`config.mk`:
```
export PLATFORM = sky130hd
export DESIGN_NAME = uart_scoreboard
export DESIGN_NICKNAME = d
export VERILOG_FILES = /design/src/rtl/uart_sb_pkg.sv /design/src/rtl/uart_sb_fifo.sv /design/src/rtl/uart_scoreboard.sv
export SDC_FILE = /design/constraint.sdc
export NUM_CORES = 1
export LEC_CHECK = 0
export CORE_MARGIN = 1
export CORE_UTILIZATION = 35
export DETAILED_ROUTE_END_ITERATION = 12
export SYNTH_ARGS = -nofsm -noshare
export SYNTH_HDL_FRONTEND = slang
export SYNTH_HIERARCHICAL = 1
export SYNTH_SLANG_ARGS = --single-unit
```
`constraint.sdc`:
```
create_clock -name i_clk -period 5.7 [get_ports i_clk]
set_input_delay 1.14 -clock i_clk [delete_from_list [all_inputs] [get_ports i_clk]]
set_output_delay 1.14 -clock i_clk [all_outputs]
set_load 0.01 [all_outputs]
```
`src/rtl/uart_sb_pkg.sv`:
```
// Shared types and helpers for the UART loopback scoreboard.
package uart_sb_pkg;

    typedef enum logic [1:0] {
        ST_IDLE  = 2'd0,
        ST_WAIT  = 2'd1,
        ST_STALL = 2'd2
    } sb_state_t;

    // Width of an occupancy count that can represent 0..depth inclusive.
    function automatic int sb_level_w(input int depth);
        return $clog2(depth) + 1;
    endfunction

`ifdef UART_SB_REPORT
    localparam string REPORT_FMT = "Test_%0d: TX 0x%h RX 0x%h %s";
`endif

endpackage

```
`src/rtl/uart_sb_fifo.sv`:
```
// Synchronous FIFO holding outstanding TX words; wrap-around pointers one bit
// wider than the address so full and empty are told apart by the extra bit.
module uart_sb_fifo #(
    parameter int DEPTH  = 16,
    parameter int DATA_W = 8
) (
    input  logic                     i_clk,
    input  logic                     i_aresetn,
    input  logic                     i_clear,
    input  logic                     i_push,
    input  logic                     i_pop,
    input  logic [DATA_W-1:0]        i_data,
    output logic [DATA_W-1:0]        o_head,
    output logic [$clog2(DEPTH):0]   o_level,
    output logic                     o_full,
    output logic                     o_empty
);

    localparam int AW = $clog2(DEPTH);

    logic [AW:0]       wr_ptr_q, wr_ptr_d;
    logic [AW:0]       rd_ptr_q, rd_ptr_d;
    logic [DATA_W-1:0] mem_q [DEPTH];

    always_comb begin
        // NOTE: every always_comb target gets a default first, so no path leaves it unassigned (no latch).
        wr_ptr_d = wr_ptr_q;
        rd_ptr_d = rd_ptr_q;
        if (i_push) wr_ptr_d = wr_ptr_q + 1'b1;
        if (i_pop)  rd_ptr_d = rd_ptr_q + 1'b1;
        if (i_clear) begin
            wr_ptr_d = '0;
            rd_ptr_d = '0;
        end
    end

    always_ff @(posedge i_clk or negedge i_aresetn) begin
        // NOTE: state registers use non-blocking assignment so all flops sample the same pre-edge values.
        if (!i_aresetn) begin
            wr_ptr_q <= '0;
            rd_ptr_q <= '0;
        end else begin
            wr_ptr_q <= wr_ptr_d;
            rd_ptr_q <= rd_ptr_d;
        end
    end

    // NOTE: storage is not reset; the pointers alone decide which entries are valid.
    always_ff @(posedge i_clk) begin
        if (i_push && !i_clear) mem_q[wr_ptr_q[AW-1:0]] <= i_data;
    end

    assign o_head  = mem_q[rd_ptr_q[AW-1:0]];
    assign o_level = wr_ptr_q - rd_ptr_q;
    assign o_full  = (o_level == (AW+1)'(DEPTH));
    assign o_empty = (o_level == '0);

endmodule

```
`src/rtl/uart_scoreboard.sv`:
```
// In-order TX/RX scoreboard: queues transmitted words, compares each received
// word with the oldest one, and keeps counters, sticky errors and a stall timer.
module uart_scoreboard
    import uart_sb_pkg::*;
#(
    parameter int DATA_W  = 8,
    parameter int DEPTH   = 16,
    parameter int CNT_W   = 16,
    parameter int TIMEOUT = 0,
    localparam int LVL_W  = sb_level_w(DEPTH)
) (
    input  logic              i_clk,
    input  logic              i_aresetn,
    input  logic              i_clear,
    input  logic              i_tx_start,
    input  logic [DATA_W-1:0] i_tx_data,
    input  logic              i_rx_done,
    input  logic [DATA_W-1:0] i_rx_data,
    output logic              o_match,
    output logic              o_mismatch,
    output logic [DATA_W-1:0] o_exp_data,
    output logic [DATA_W-1:0] o_got_data,
    output logic [CNT_W-1:0]  o_pass_cnt,
    output logic [CNT_W-1:0]  o_fail_cnt,
    output logic [LVL_W-1:0]  o_pending,
    output logic              o_err_overflow,
    output logic              o_err_orphan,
    output logic              o_err_timeout,
    output logic [1:0]        o_state
);

    localparam int TMR_W = (TIMEOUT > 1) ? $clog2(TIMEOUT) : 1;

    logic [DATA_W-1:0] head;
    logic [LVL_W-1:0]  level, level_nxt;
    logic              full, empty;
    logic              pop, push, bypass, cmp_valid;
    logic [DATA_W-1:0] cmp_exp;

    logic              match_q, match_d, mismatch_q, mismatch_d;
    logic [DATA_W-1:0] exp_q, exp_d, got_q, got_d;
    logic [CNT_W-1:0]  pass_q, pass_d, fail_q, fail_d;
    logic              ovf_q, ovf_d, orphan_q, orphan_d, tmo_q, tmo_d;
    sb_state_t         state_q, state_d;
    logic [TMR_W-1:0]  timer_q, timer_d;

    uart_sb_fifo #(.DEPTH(DEPTH), .DATA_W(DATA_W)) u_fifo (
        .i_clk     (i_clk),
        .i_aresetn (i_aresetn),
        .i_clear   (i_clear),
        .i_push    (push),
        .i_pop     (pop),
        .i_data    (i_tx_data),
        .o_head    (head),
        .o_level   (level),
        .o_full    (full),
        .o_empty   (empty)
    );

    // An RX against an empty queue with a same-cycle TX compares against that TX directly.
    always_comb begin
        pop       = i_rx_done && !empty;
        bypass    = i_rx_done && empty && i_tx_start;
        push      = i_tx_start && !bypass && (!full || pop);
        cmp_valid = pop || bypass;
        cmp_exp   = pop ? head : i_tx_data;
        level_nxt = level + LVL_W'(push) - LVL_W'(pop);
    end

    always_comb begin
        match_d    = 1'b0;
        mismatch_d = 1'b0;
        exp_d      = exp_q;
        got_d      = got_q;
        pass_d     = pass_q;
        fail_d     = fail_q;
        ovf_d      = ovf_q || (i_tx_start && full && !pop);
        orphan_d   = orphan_q || (i_rx_done && empty && !i_tx_start);
        tmo_d      = tmo_q;
        state_d    = state_q;
        timer_d    = timer_q;

        if (cmp_valid) begin
            exp_d = cmp_exp;
            got_d = i_rx_data;
            if (cmp_exp == i_rx_data) begin
                match_d = 1'b1;
                if (pass_q != '1) pass_d = pass_q + 1'b1;
            end else begin
                mismatch_d = 1'b1;
                if (fail_q != '1) fail_d = fail_q + 1'b1;
            end
        end

        unique case (state_q)
            ST_IDLE: begin
                timer_d = '0;
                if (push) state_d = ST_WAIT;
            end
            ST_WAIT: begin
                if (i_rx_done) begin
                    timer_d = '0;
                    if (level_nxt == '0) state_d = ST_IDLE;
                end else if (TIMEOUT != 0 && timer_q == TMR_W'(TIMEOUT - 1)) begin
                    state_d = ST_STALL;
                    tmo_d   = 1'b1;
                end else if (TIMEOUT != 0) begin
                    timer_d = timer_q + 1'b1;
                end
            end
            ST_STALL: begin
                if (i_rx_done) begin
                    timer_d = '0;
                    state_d = (level_nxt == '0) ? ST_IDLE : ST_WAIT;
                end
            end
            default: state_d = ST_IDLE;
        endcase

        if (i_clear) begin
            match_d    = 1'b0;
            mismatch_d = 1'b0;
            exp_d      = '0;
            got_d      = '0;
            pass_d     = '0;
            fail_d     = '0;
            ovf_d      = 1'b0;
            orphan_d   = 1'b0;
            tmo_d      = 1'b0;
            state_d    = ST_IDLE;
            timer_d    = '0;
        end
    end

    always_ff @(posedge i_clk or negedge i_aresetn) begin
        if (!i_aresetn) begin
            match_q    <= 1'b0;
            mismatch_q <= 1'b0;
            exp_q      <= '0;
            got_q      <= '0;
            pass_q     <= '0;
            fail_q     <= '0;
            ovf_q      <= 1'b0;
            orphan_q   <= 1'b0;
            tmo_q      <= 1'b0;
            state_q    <= ST_IDLE;
            timer_q    <= '0;
        end else begin
            match_q    <= match_d;
            mismatch_q <= mismatch_d;
            exp_q      <= exp_d;
            got_q      <= got_d;
            pass_q     <= pass_d;
            fail_q     <= fail_d;
            ovf_q      <= ovf_d;
            orphan_q   <= orphan_d;
            tmo_q      <= tmo_d;
            state_q    <= state_d;
            timer_q    <= timer_d;
        end
    end

    assign o_match        = match_q;
    assign o_mismatch     = mismatch_q;
    assign o_exp_data     = exp_q;
    assign o_got_data     = got_q;
    assign o_pass_cnt     = pass_q;
    assign o_fail_cnt     = fail_q;
    assign o_pending      = level;
    assign o_err_overflow = ovf_q;
    assign o_err_orphan   = orphan_q;
    assign o_err_timeout  = tmo_q;
    assign o_state        = state_q;

`ifdef UART_SB_REPORT
    // Per-comparison log line; compiled in only when the report macro is defined.
    int unsigned report_n = 0;
    always @(posedge i_clk) begin
        if (i_aresetn && cmp_valid && !i_clear) begin
            report_n++;
            $display(REPORT_FMT, report_n, cmp_exp, i_rx_data,
                     (cmp_exp == i_rx_data) ? "PASS" : "FAIL");
        end
    end
`endif

endmodule

```
==> summary.txt, run 1 <==
STA
  • Final period util: 0.784
  • Slew HR: 0.333
  • Finish-stage setup viols: 0
  • F_max: 224 MHz
  • Worst setup margin: 1.23 ns
  • Max-slew violations: 0
  • Final hold vios: 0
  • TNS Setup: 0 ns
  • Setup Skew: 0.0198 ns
  • Fin Hold WS: 0.516 ns
  • Minimum clock period: 4.47 ns
  • Actual slew at the worst max-slew pin: 0.999 ns
  • RSZ-0062 raised after global routing: false

Placement
  • Post-DP Area: 9930 um2
  • Hpwl dp: 12800 um
  • GPL Wtd Cong: 0.778
  • Number of port buffers: 78
  • Post-place setup slack: 1.27 ns
  • Inst Count DP: 1042

Synth
  • Synth warnings: 6
  • Post-synth EDFFs: 128
  • Yosys cell types: 63
  • Synth top area cells: edfxtp_1 43%, dfrtp_1 18%, mux4_2 5.6%
  • Post-synth top flop: edfxtp_1
  • Avg Inst Size Synth: 13.5 um2
  • Sequential element share of the synthesized area: 0.610
  • Syn Inst Count: 660
  • Synth Cell Area: 8890 um2
  • Post-synthesis async set-or-reset flop share: 0.330
  • Largest area contributor in the netlist: edfxtp_1
  • Top cell type's share of synthesized area: 0.432
  • Yosys reg bits: 191

Drt
  • Average routed wire per standard cell: 17.4 um
  • Residual DRC count: 0
  • Final antenna-violating net count: 0
  • Drt first pass iters: 5
  • Vias per cell: 5.07
  • Final wirelength: 18700 um
  • Starting DRC count in detailed routing: 353
  • Vias post-DR: 5444

Finish
  • Area Overhead vs Synth: 18.6%
  • FF/Latch Area: 5420 um2
  • Area occupied by multi-input gates: 3150 um2
  • Layout cell share with drive strength beyond 1: 0.120
  • Post-layout util: 0.428
  • # nets final: 776
  • ANT cells: 0
  • Cell Count, Final, Fillers Out: 1074
  • Final instance area: 10500 um2
  • FILL cells: 2243

Global routing
  • Gr usage total: 0.152
  • First-pass GRT wire length: 30500 um
  • Vias in the first global route: 5530
  • Largest net degree at the start of global routing: 64
  • Remaining Overflow, GRT: 0
  • Initial antenna violation count: 0

Clock network
  • Post-cts sizing count: 0
  • Sink Count: 191
  • Clock Latency Late Sink: 0.44 ns
  • H-tree depth: 4
  • Setup Fix Bufs, Post-CTS: 0
  • CTS tree: built
  • Hold bufs inserted after CTS: 0
  • Root buf cell: clkbuf_16
  • CTS clk-pin slew, worst paths: 0.08 ns
  • Num CTS Buffers: 17
  • Clk buf depth: 2

Critical path
  • Crit Path Max Fanout: 16
  • Crit path cell chain: inv_1, ha_1, fa_1, inv_1, nor4_1, nand3_1, a22oi_1, and2b_1, a221o_1, a22o_1, nor3_1, nand3_1, or4_1, a21oi_1
  • Endpoint class of the critical path: register
  • Crit path to: o_pass_cnt[12]
  • Critical path type: reg -> reg
  • CP max stage cell: or4_1
  • Arr. time, crit path: 4.81 ns
  • Critical R2R Capture: o_pass_cnt[12]
  • Required time worst endpoint: 6.05 ns
  • Flop2flop setup slack: 1.23 ns
  • Slowest stage delay, CP: 0.55 ns
  • Crit start category: register
  • Worst reg2reg path depth: 14
  • Crit path from: u_fifo/wr_ptr_q[0]
  • Worst flop-to-flop path startpoint: u_fifo/wr_ptr_q[0]

Floorplan
  • Die width: 161 um
  • Die area: 26000 um2
  • Die H: 161 um
  • Starting Density: 0.361
  • Std-Cell Rows: 57
  • Core ar.: 24600 um2
  • I/O pin cnt: 81

Hold path
  • Hold Crit Class: reg -> reg
  • Number of cells on the worst hold path: 2

Status
  • Status: finished clean

Power and ir drop
  • Pwr Density: 392 nW/um2
  • Peak supply drop: 0.200 mV
  • Leak pwr: 3.73 nW
  • Final total power: 4.13 mW

Run
  • # Max-Cap Violations: 0
-- kinds of logic (layout without fill, tap and decap cells) --
kind of cell / count (synthesis) / count (layout) / share of synthesized area
buffers and inverters: 56 / 145 / 0.0359
other: 1 / 2 / 0.000422
AOI/OAI and AO/OA: 104 / 104 / 0.0792
DFF: 191 / 191 / 0.610
xor gates and xnor gates: 28 / 28 / 0.0276
muxes: 64 / 64 / 0.108
and+or+nand+nor: 198 / 198 / 0.112
adders and majority gates: 18 / 18 / 0.0270
-- registers in the layout, indices dropped and copies added (netlist names) --
signal	cells
o_err_orphan	1
o_err_overflow	1
o_exp_data	8
o_fail_cnt	16
o_got_data	8
o_match	1
o_mismatch	1
o_pass_cnt	16
o_state	1
u_fifo/mem_q	128
u_fifo/rd_ptr_q	5
u_fifo/wr_ptr_q	5
-- cells in the mapped netlist, drive strengths merged, types with 2 or more instances --
cell,n
a221oi,9
nand4,7
o21a,2
fa,2
a211oi,8
buf,20
edfxtp,128
mux2i,32
o31a,2
dfrtp,63
and4,2
or4,5
a21oi,28
nor3,11
a22oi,2
a22o,2
nand2b,3
nand3,19
nor2b,12
nand2,43
xor2,13
o21ai,35
or2,2
or3,15
clkbuf,13
mux2,8
ha,16
nor4,3
xnor2,15
and2,11
inv,23
a21o,3
nor2,54
and3,7
o31ai,5
mux4,24
-- how the worst min path moves through the flow --
stage | start | end | slack, ns
global route | o_got_data[6] | o_got_data[6] | 0.54
floorplan | u_fifo/wr_ptr_q[4] | u_fifo/wr_ptr_q[4] | 0.52
detailed placement | o_err_overflow | o_err_overflow | 0.50
finish | o_err_overflow | o_err_overflow | 0.52
CTS | o_err_overflow | o_err_overflow | 0.51
global placement | o_err_overflow | o_err_overflow | 0.48
-- cell type report --
cell class                      instances  area share
Inverter                               23     0.00819
Timing Repair Buffer                   90      0.0817
Multi-Input combinational cell        414       0.299
Clock buffer                           17      0.0404
Clock inverter                         15      0.0179
Tap cell                              324      0.0385
Sequential cell                       191       0.514
-- per-layer routing --
layer | up-vias | GRT usage | routed length, um | part of all wire
met4 | 0 | 0.0416 | 137 | 0.0073
met2 | 119 | 0.252 | 9050 | 0.48
li1 | 2613 | - | - | -
met3 | 12 | 0.0282 | 733 | 0.039
met1 | 2700 | 0.206 | 8780 | 0.47
met5 | - | 0 | 0 | 0
-- worst max-delay path: cells and delay by family (launching register included) --
family          cells  cell delay [ns]
flops               1             0.43
fa+ha+maj           2             0.73
simple gates        6             2.03
compound gates      4             0.99
buf+inv             2             0.19
-- power breakdown --
part / internal [mW] / switching, mW / total (mW)
Sequential: 1.56 / 0.0533 / 1.62
Clock: 0.595 / 0.596 / 1.19
Combinational: 0.607 / 0.718 / 1.33
-- placed cells by master, fill, tap and decap left out, types with 11 or more instances in the layout --
master / synthesis / layout
clkdlybuf4s50_1: 0 / 76
ha_1: 16 / 16
inv_1: 20 / 20
edfxtp_1: 128 / 128
mux4_2: 22 / 22
xor2_1: 13 / 13
nand2_1: 43 / 43
nor2b_1: 12 / 12
buf_4: 2 / 12
and2_1: 11 / 11
nor3_1: 11 / 11
nand3_1: 19 / 19
clkbuf_16: 0 / 17
a21oi_1: 28 / 28
nor2_1: 54 / 54
dfrtp_1: 63 / 62
o21ai_1: 19 / 19
o21ai_0: 15 / 15
mux2i_1: 32 / 32
or3_1: 14 / 14
xnor2_1: 15 / 15
No activity file was read; power rests on OpenSTA's default activity.
==> run 2, diff against run 1 <==
==> constraint.sdc (replaced) <==
create_clock -name i_clk -period 3.8 [get_ports i_clk]
set_input_delay 0.76 -clock i_clk [delete_from_list [all_inputs] [get_ports i_clk]]
set_output_delay 0.76 -clock i_clk [all_outputs]
set_load 0.01 [all_outputs]
==> run 2 against run 1 <==
Effect of this change:
- sequential share of layout area is 1.9 points lower
- final cell count is 3.4% higher
- global-route usage is 0.57 points higher
- combinational power is 81% higher
- clock power is 55% higher
- worst hold slack worse by 0.10 ns
- flip-flop and latch count stayed put
- register-to-register slack worse by 1.1 ns
- critical endpoint is now o_pass_cnt[13]
==> summary.txt, run 2 (synthesis results as in run 1) <==
Clock network
  • Clock Latency Late Sink: 0.44 ns
  • Hold bufs inserted after CTS: 0
  • Num CTS Buffers: 17
  • H-tree depth: 4
  • Root buf cell: clkbuf_16
  • Sink Count: 191
  • CTS tree: built
  • CTS clk-pin slew, worst paths: 0.08 ns
  • Clk buf depth: 2

STA
  • Minimum clock period: 3.66 ns
  • Final period util: 0.964
  • Setup Skew: 0.00971 ns
  • Final hold vios: 0
  • Finish-stage setup viols: 0
  • RSZ-0062 raised after global routing: true
  • Worst setup margin: 0.137 ns
  • Slew HR: 0.319
  • F_max: 273 MHz
  • Max-slew violations: 0
  • Actual slew at the worst max-slew pin: 1.02 ns

Critical path
  • Critical path type: reg -> reg
  • Crit Path Max Fanout: 5
  • Sum of buffers and inverters on the critical path: 0
  • Slowest stage delay, CP: 0.43 ns
  • Crit path cell chain: ha_4, fa_2, xnor2_2, nor4_2, nand3_1, a22oi_2, and2b_4, a221o_1, a22o_1, or3_4, nor4_4, and2_4, mux2_4
  • Required time worst endpoint: 4.12 ns
  • Crit start category: register
  • Arr. time, crit path: 3.98 ns
  • Crit-path leading delay family: simple AND/OR/NAND/NOR gates
  • Endpoint class of the critical path: register
  • CP max stage cell: dfrtp_2

Hold path
  • Hold Crit Class: in -> async

Placement
  • GPL Wtd Cong: 0.765
  • Inst Count DP: 1075
  • Post-DP Area: 10200 um2
  • Post-place setup slack: -0.0149 ns
  • Hpwl dp: 13700 um
  • Number of port buffers: 78

Floorplan
  • Die area: 26000 um2
  • Die width: 161 um
  • Std-Cell Rows: 57
  • I/O pin cnt: 81
  • Core ar.: 24600 um2
  • Starting Density: 0.361
  • Die H: 161 um

Finish
  • FF/Latch Area: 5420 um2
  • Area occupied by multi-input gates: 3250 um2
  • Max reg flops: 128
  • Final instance area: 10900 um2
  • Post-layout util: 0.445
  • FILL cells: 2217
  • Area Overhead vs Synth: 23.1%
  • Most common cell after layout, fill and taps aside: edfxtp_1
  • ANT cells: 0
  • Cell Count, Final, Fillers Out: 1110
  • Commonest cells after routing, fill and taps aside: 128 x edfxtp_1, 76 x clkdlybuf4s50_1, 62 x dfrtp_1
  • Layout cell share with drive strength beyond 1: 0.187
  • # nets final: 812

Power and ir drop
  • Logic gate share of total power: 0.361
  • Int Power: 4.44 mW
  • Sw Share: 0.333
  • Peak supply drop: 0.336 mV
  • Sw Pwr: 2.22 mW
  • Pwr Density: 609 nW/um2
  • Leak pwr: 3.93 nW
  • Seq pwr share: 0.362
  • Final total power: 6.66 mW
  • Clock share of power: 0.277

Global routing
  • Remaining Overflow, GRT: 0
  • Initial antenna violation count: 0
  • Vias in the first global route: 5562
  • Largest net degree at the start of global routing: 48
  • First-pass GRT wire length: 31500 um
  • Gr usage total: 0.158

Run
  • # Max-Cap Violations: 0

Drt
  • Final wirelength: 19600 um
  • Vias post-DR: 5628
  • Average routed wire per standard cell: 17.7 um
  • Residual DRC count: 0
  • Drt first pass iters: 5
  • Vias per cell: 5.07
  • Final antenna-violating net count: 0
  • Starting DRC count in detailed routing: 346

Status
  • Status: finished clean
[run 2: cell count changes in the layout (fill, tap and decap cells not counted), moves of 3 or more]
cell / previous run / this run
buf_4: 12 / 44
buf_6: 0 / 3
clkinv_8: 8 / 5
ha_1: 16 / 13
ha_4: 0 / 3
inv_1: 20 / 17
inv_12: 0 / 4
inv_2: 3 / 6
[run 2: final timing paths]
check	from	end	slack (ns)	cells after the start
min in group i_clk	o_err_overflow	o_err_overflow	0.50	2
worst min-delay path	i_aresetn	o_fail_cnt[10]	0.41	1
worst max-delay path	u_fifo/rd_ptr_q[0]	o_pass_cnt[13]	0.14	13
worst max register to register	u_fifo/rd_ptr_q[0]	o_pass_cnt[13]	0.14	13
worst min register to register	o_err_overflow	o_err_overflow	0.50	2
max in group asynchronous	i_aresetn	o_exp_data[3]	2.51	2
[run 2: worst register-to-register path, cell delays in order, from the launching register on]
cell and delay (ns):
dfrtp_2 0.43, ha_4 0.17, fa_2 0.38, xnor2_2 0.17, nor4_2 0.21, nand3_1 0.13
a22oi_2 0.19, and2b_4 0.25, a221o_1 0.26, a22o_1 0.23, or3_4 0.39, nor4_4 0.26
and2_4 0.20, mux2_4 0.29
[run 2: timing repair]
action	4_1_cts	5_1_grt
setup endpoints to repair	2	28
resized for setup	2	18
gates cloned	0	0
buffers inserted	0	3
pin swaps	2	14
[run 2: power groups by stage]
| stage | clock network, mW | registers [mW] | logic (mW) |
|---|---|---|---|
| 5_1_grt | 1.95 | 2.43 | 2.66 |
| 2_1_floorplan | 0 | 2.48 | 1.55 |
| 4_1_cts | 1.88 | 2.41 | 2.30 |
| 3_5_place_dp | 0 | 2.46 | 2.29 |
| 3_3_place_gp | 0 | 2.46 | 2.26 |
| 6_report | 1.84 | 2.41 | 2.41 |
[run 2: area by class of cell]
| cell class | count | share of cell area |
|---|---|---|
| repair buffers | 126 | 0.105 |
| inverters | 23 | 0.00789 |
| clock inverters | 15 | 0.0183 |
| well taps | 324 | 0.0371 |
| flip-flops and latches | 191 | 0.496 |
| clock buffers | 17 | 0.0389 |
| multi-input cells | 414 | 0.297 |
[run 2: per-layer routing]
layer	vias up	track usage	wire [um]
li1	2686	-	-
met1	2802	0.228	9310
met2	124	0.248	9320
met3	16	0.0285	795
met4	0	0.0382	187
met5	-	0	0
[run 2: stage by stage]
stage / setup TNS, ns / hold WS, ns
after global placement: 0 / 0.486
after detailed placement: -0.0169 / 0.492
after global routing: -0.0515 / 0.480
after CTS: 0 / 0.443
final: 0 / 0.413
after floorplan: 0 / 0.464
==> run 3, diff against run 2 <==
==> constraint.sdc (replaced) <==
create_clock -name i_clk -period 4.3 [get_ports i_clk]
set_input_delay 0.86 -clock i_clk [delete_from_list [all_inputs] [get_ports i_clk]]
set_output_delay 0.86 -clock i_clk [all_outputs]
set_load 0.01 [all_outputs]
==> run 3 against run 2 <==
Effect of this change:
- maximum frequency decreased by 9.8%
- setup slack better by 0.10 ns
- core utilization is 1.0 points lower
- power down 16%
- sequential power is 12% lower
- flip-flop and latch count stayed put
- non-clock buffer count decreased by 20
- largest cell class unchanged
==> summary.txt, run 3 (synthesis results as in run 1) <==
Floorplan
  • I/O pin cnt: 81
  • Die H: 161 um
  • Die width: 161 um
  • Starting Density: 0.361
  • Die area: 26000 um2
  • Core ar.: 24600 um2
  • Std-Cell Rows: 57

STA
  • Worst setup margin: 0.239 ns
  • TNS Setup: 0 ns
  • Actual slew at the worst max-slew pin: 1.01 ns
  • Max-slew violations: 0
  • F_max: 246 MHz
  • RSZ-0062 raised after global routing: false
  • Slew HR: 0.326
  • Finish-stage setup viols: 0
  • Final hold vios: 0
  • Setup Skew: 0.0192 ns
  • Final period util: 0.945
  • Minimum clock period: 4.06 ns

Critical path
  • Crit start category: register
  • Crit Path Max Fanout: 7
  • Crit path from: u_fifo/wr_ptr_q[0]
  • Critical path type: reg -> reg
  • Endpoint class of the critical path: register
  • Required time worst endpoint: 4.62 ns
  • CP max stage cell: fa_1
  • Crit path cell chain: inv_1, ha_1, fa_1, inv_1, nor4_1, nand3_1, a22oi_2, and2b_1, a221o_1, a22o_1, or3_4, nor4_4, and2_1, mux2_2
  • Slowest stage delay, CP: 0.51 ns
  • Arr. time, crit path: 4.38 ns
  • Worst flop-to-flop path startpoint: u_fifo/wr_ptr_q[0]
  • Most frequent CP cell: inv_1

Clock network
  • Clock Latency Late Sink: 0.44 ns
  • CTS clk-pin slew, worst paths: 0.08 ns
  • Sink Count: 191
  • Root buf cell: clkbuf_16
  • Clk buf depth: 2
  • CTS tree: built
  • Num CTS Buffers: 17
  • H-tree depth: 4

Global routing
  • Gr usage total: 0.158
  • Largest net degree at the start of global routing: 73
  • Met1 Usage GRT: 0.224
  • Global route hottest layer: met2
  • First-pass GRT wire length: 31300 um
  • Grt met3 use: 0.0285
  • Initial antenna violation count: 1
  • Met2 usage: 0.249
  • Vias in the first global route: 5521
  • Remaining Overflow, GRT: 0

Run
  • # Max-Cap Violations: 0

Drt
  • Vias per cell: 5.10
  • Vias post-DR: 5560
  • Starting DRC count in detailed routing: 357
  • Average routed wire per standard cell: 17.7 um
  • Residual DRC count: 0
  • Final antenna-violating net count: 0
  • Drt first pass iters: 5
  • Final wirelength: 19300 um

Finish
  • Post-layout util: 0.434
  • Layout cell share with drive strength beyond 1: 0.141
  • Commonest cells after routing, fill and taps aside: 128 x edfxtp_1, 76 x clkdlybuf4s50_1, 62 x dfrtp_1
  • Area Overhead vs Synth: 20.2%
  • # nets final: 792
  • Max reg flops: 128
  • ANT cells: 0
  • Most common cell after layout, fill and taps aside: edfxtp_1

Placement
  • Number of port buffers: 78
  • Post-place setup slack: 0.205 ns
  • GPL Wtd Cong: 0.738
  • Hpwl dp: 13400 um

Hold path
  • Hold Crit Class: in -> async

Status
  • Status: finished clean

Power and ir drop
  • Pwr Density: 526 nW/um2
  • Leak pwr: 3.82 nW
  • Peak supply drop: 0.265 mV
[run 3: changes by cell type in the layout (fill, tap and decap cells not counted), sizes merged]
cell	previous run	this run
buf	50	30
clkinv	7	3
inv	31	35
[run 3: critical path, delay by kind of cell (launching register included)]
kind	cells	cell delay (ns)
AOI/OAI and AO/OA	3	0.72
adders and majority gates	2	0.74
buffers and inverters	2	0.17
DFF	1	0.37
muxes	1	0.32
and+or+nand+nor	6	1.63
[run 3: cell type report]
cell class / count / area [um2]
Clock buffer: 17 / 425
Inverter: 23 / 86.3
Sequential cell: 191 / 5420
Multi-Input combinational cell: 414 / 3160
Clock inverter: 15 / 205
Timing Repair Buffer: 106 / 981
Fill cell: 2252 / 13900
Tap cell: 324 / 405
[run 3: power breakdown]
group,switching [mW],leakage [nW],total (mW),internal (mW)
combinational,0.981,1.50,1.84,0.856
sequential,0.0598,2.01,2.13,2.07
clock,0.836,0.307,1.66,0.820
total,1.88,3.82,5.62,3.75
[run 3: per-layer routing]
metal | part of all wire | vias to the layer above
met5 | 0 | -
met2 | 0.47 | 123
met4 | 0.0051 | 0
met3 | 0.054 | 9
met1 | 0.47 | 2781
li1 | - | 2647
[run 3: path summary, 6_finish.rpt]
kind / endpoint / slack (ns) / cells after the start
setup / recovery: o_pass_cnt[13] / 0.24 / 14
hold / removal: o_fail_cnt[13] / 0.44 / 1
setup reg to reg: o_pass_cnt[13] / 0.24 / 14
hold reg to reg: o_err_overflow / 0.50 / 2
max in group asynchronous: u_fifo/rd_ptr_q[0] / 2.89 / 2
min in group i_clk: o_err_overflow / 0.50 / 2
[run 3: through the flow]
stage / total power, mW / area (um2) / hold slack, ns / cells
after floorplan: 3.49 / 8890 / 0.523 / 661
after global placement: 4.00 / 10000 / 0.488 / 1055
after detailed placement: 4.01 / 10000 / 0.491 / 1055
after CTS: 5.66 / 10700 / 0.445 / 1087
after global routing: 5.96 / 10700 / 0.471 / 1090
final: 5.62 / 10700 / 0.437 / 1090
[run 3: what timing repair did]
action,in CTS,in global routing
endpoints found under the setup margin,0,11
gates resized for setup,0,1
hold buffers,0,0
setup buffers,0,3
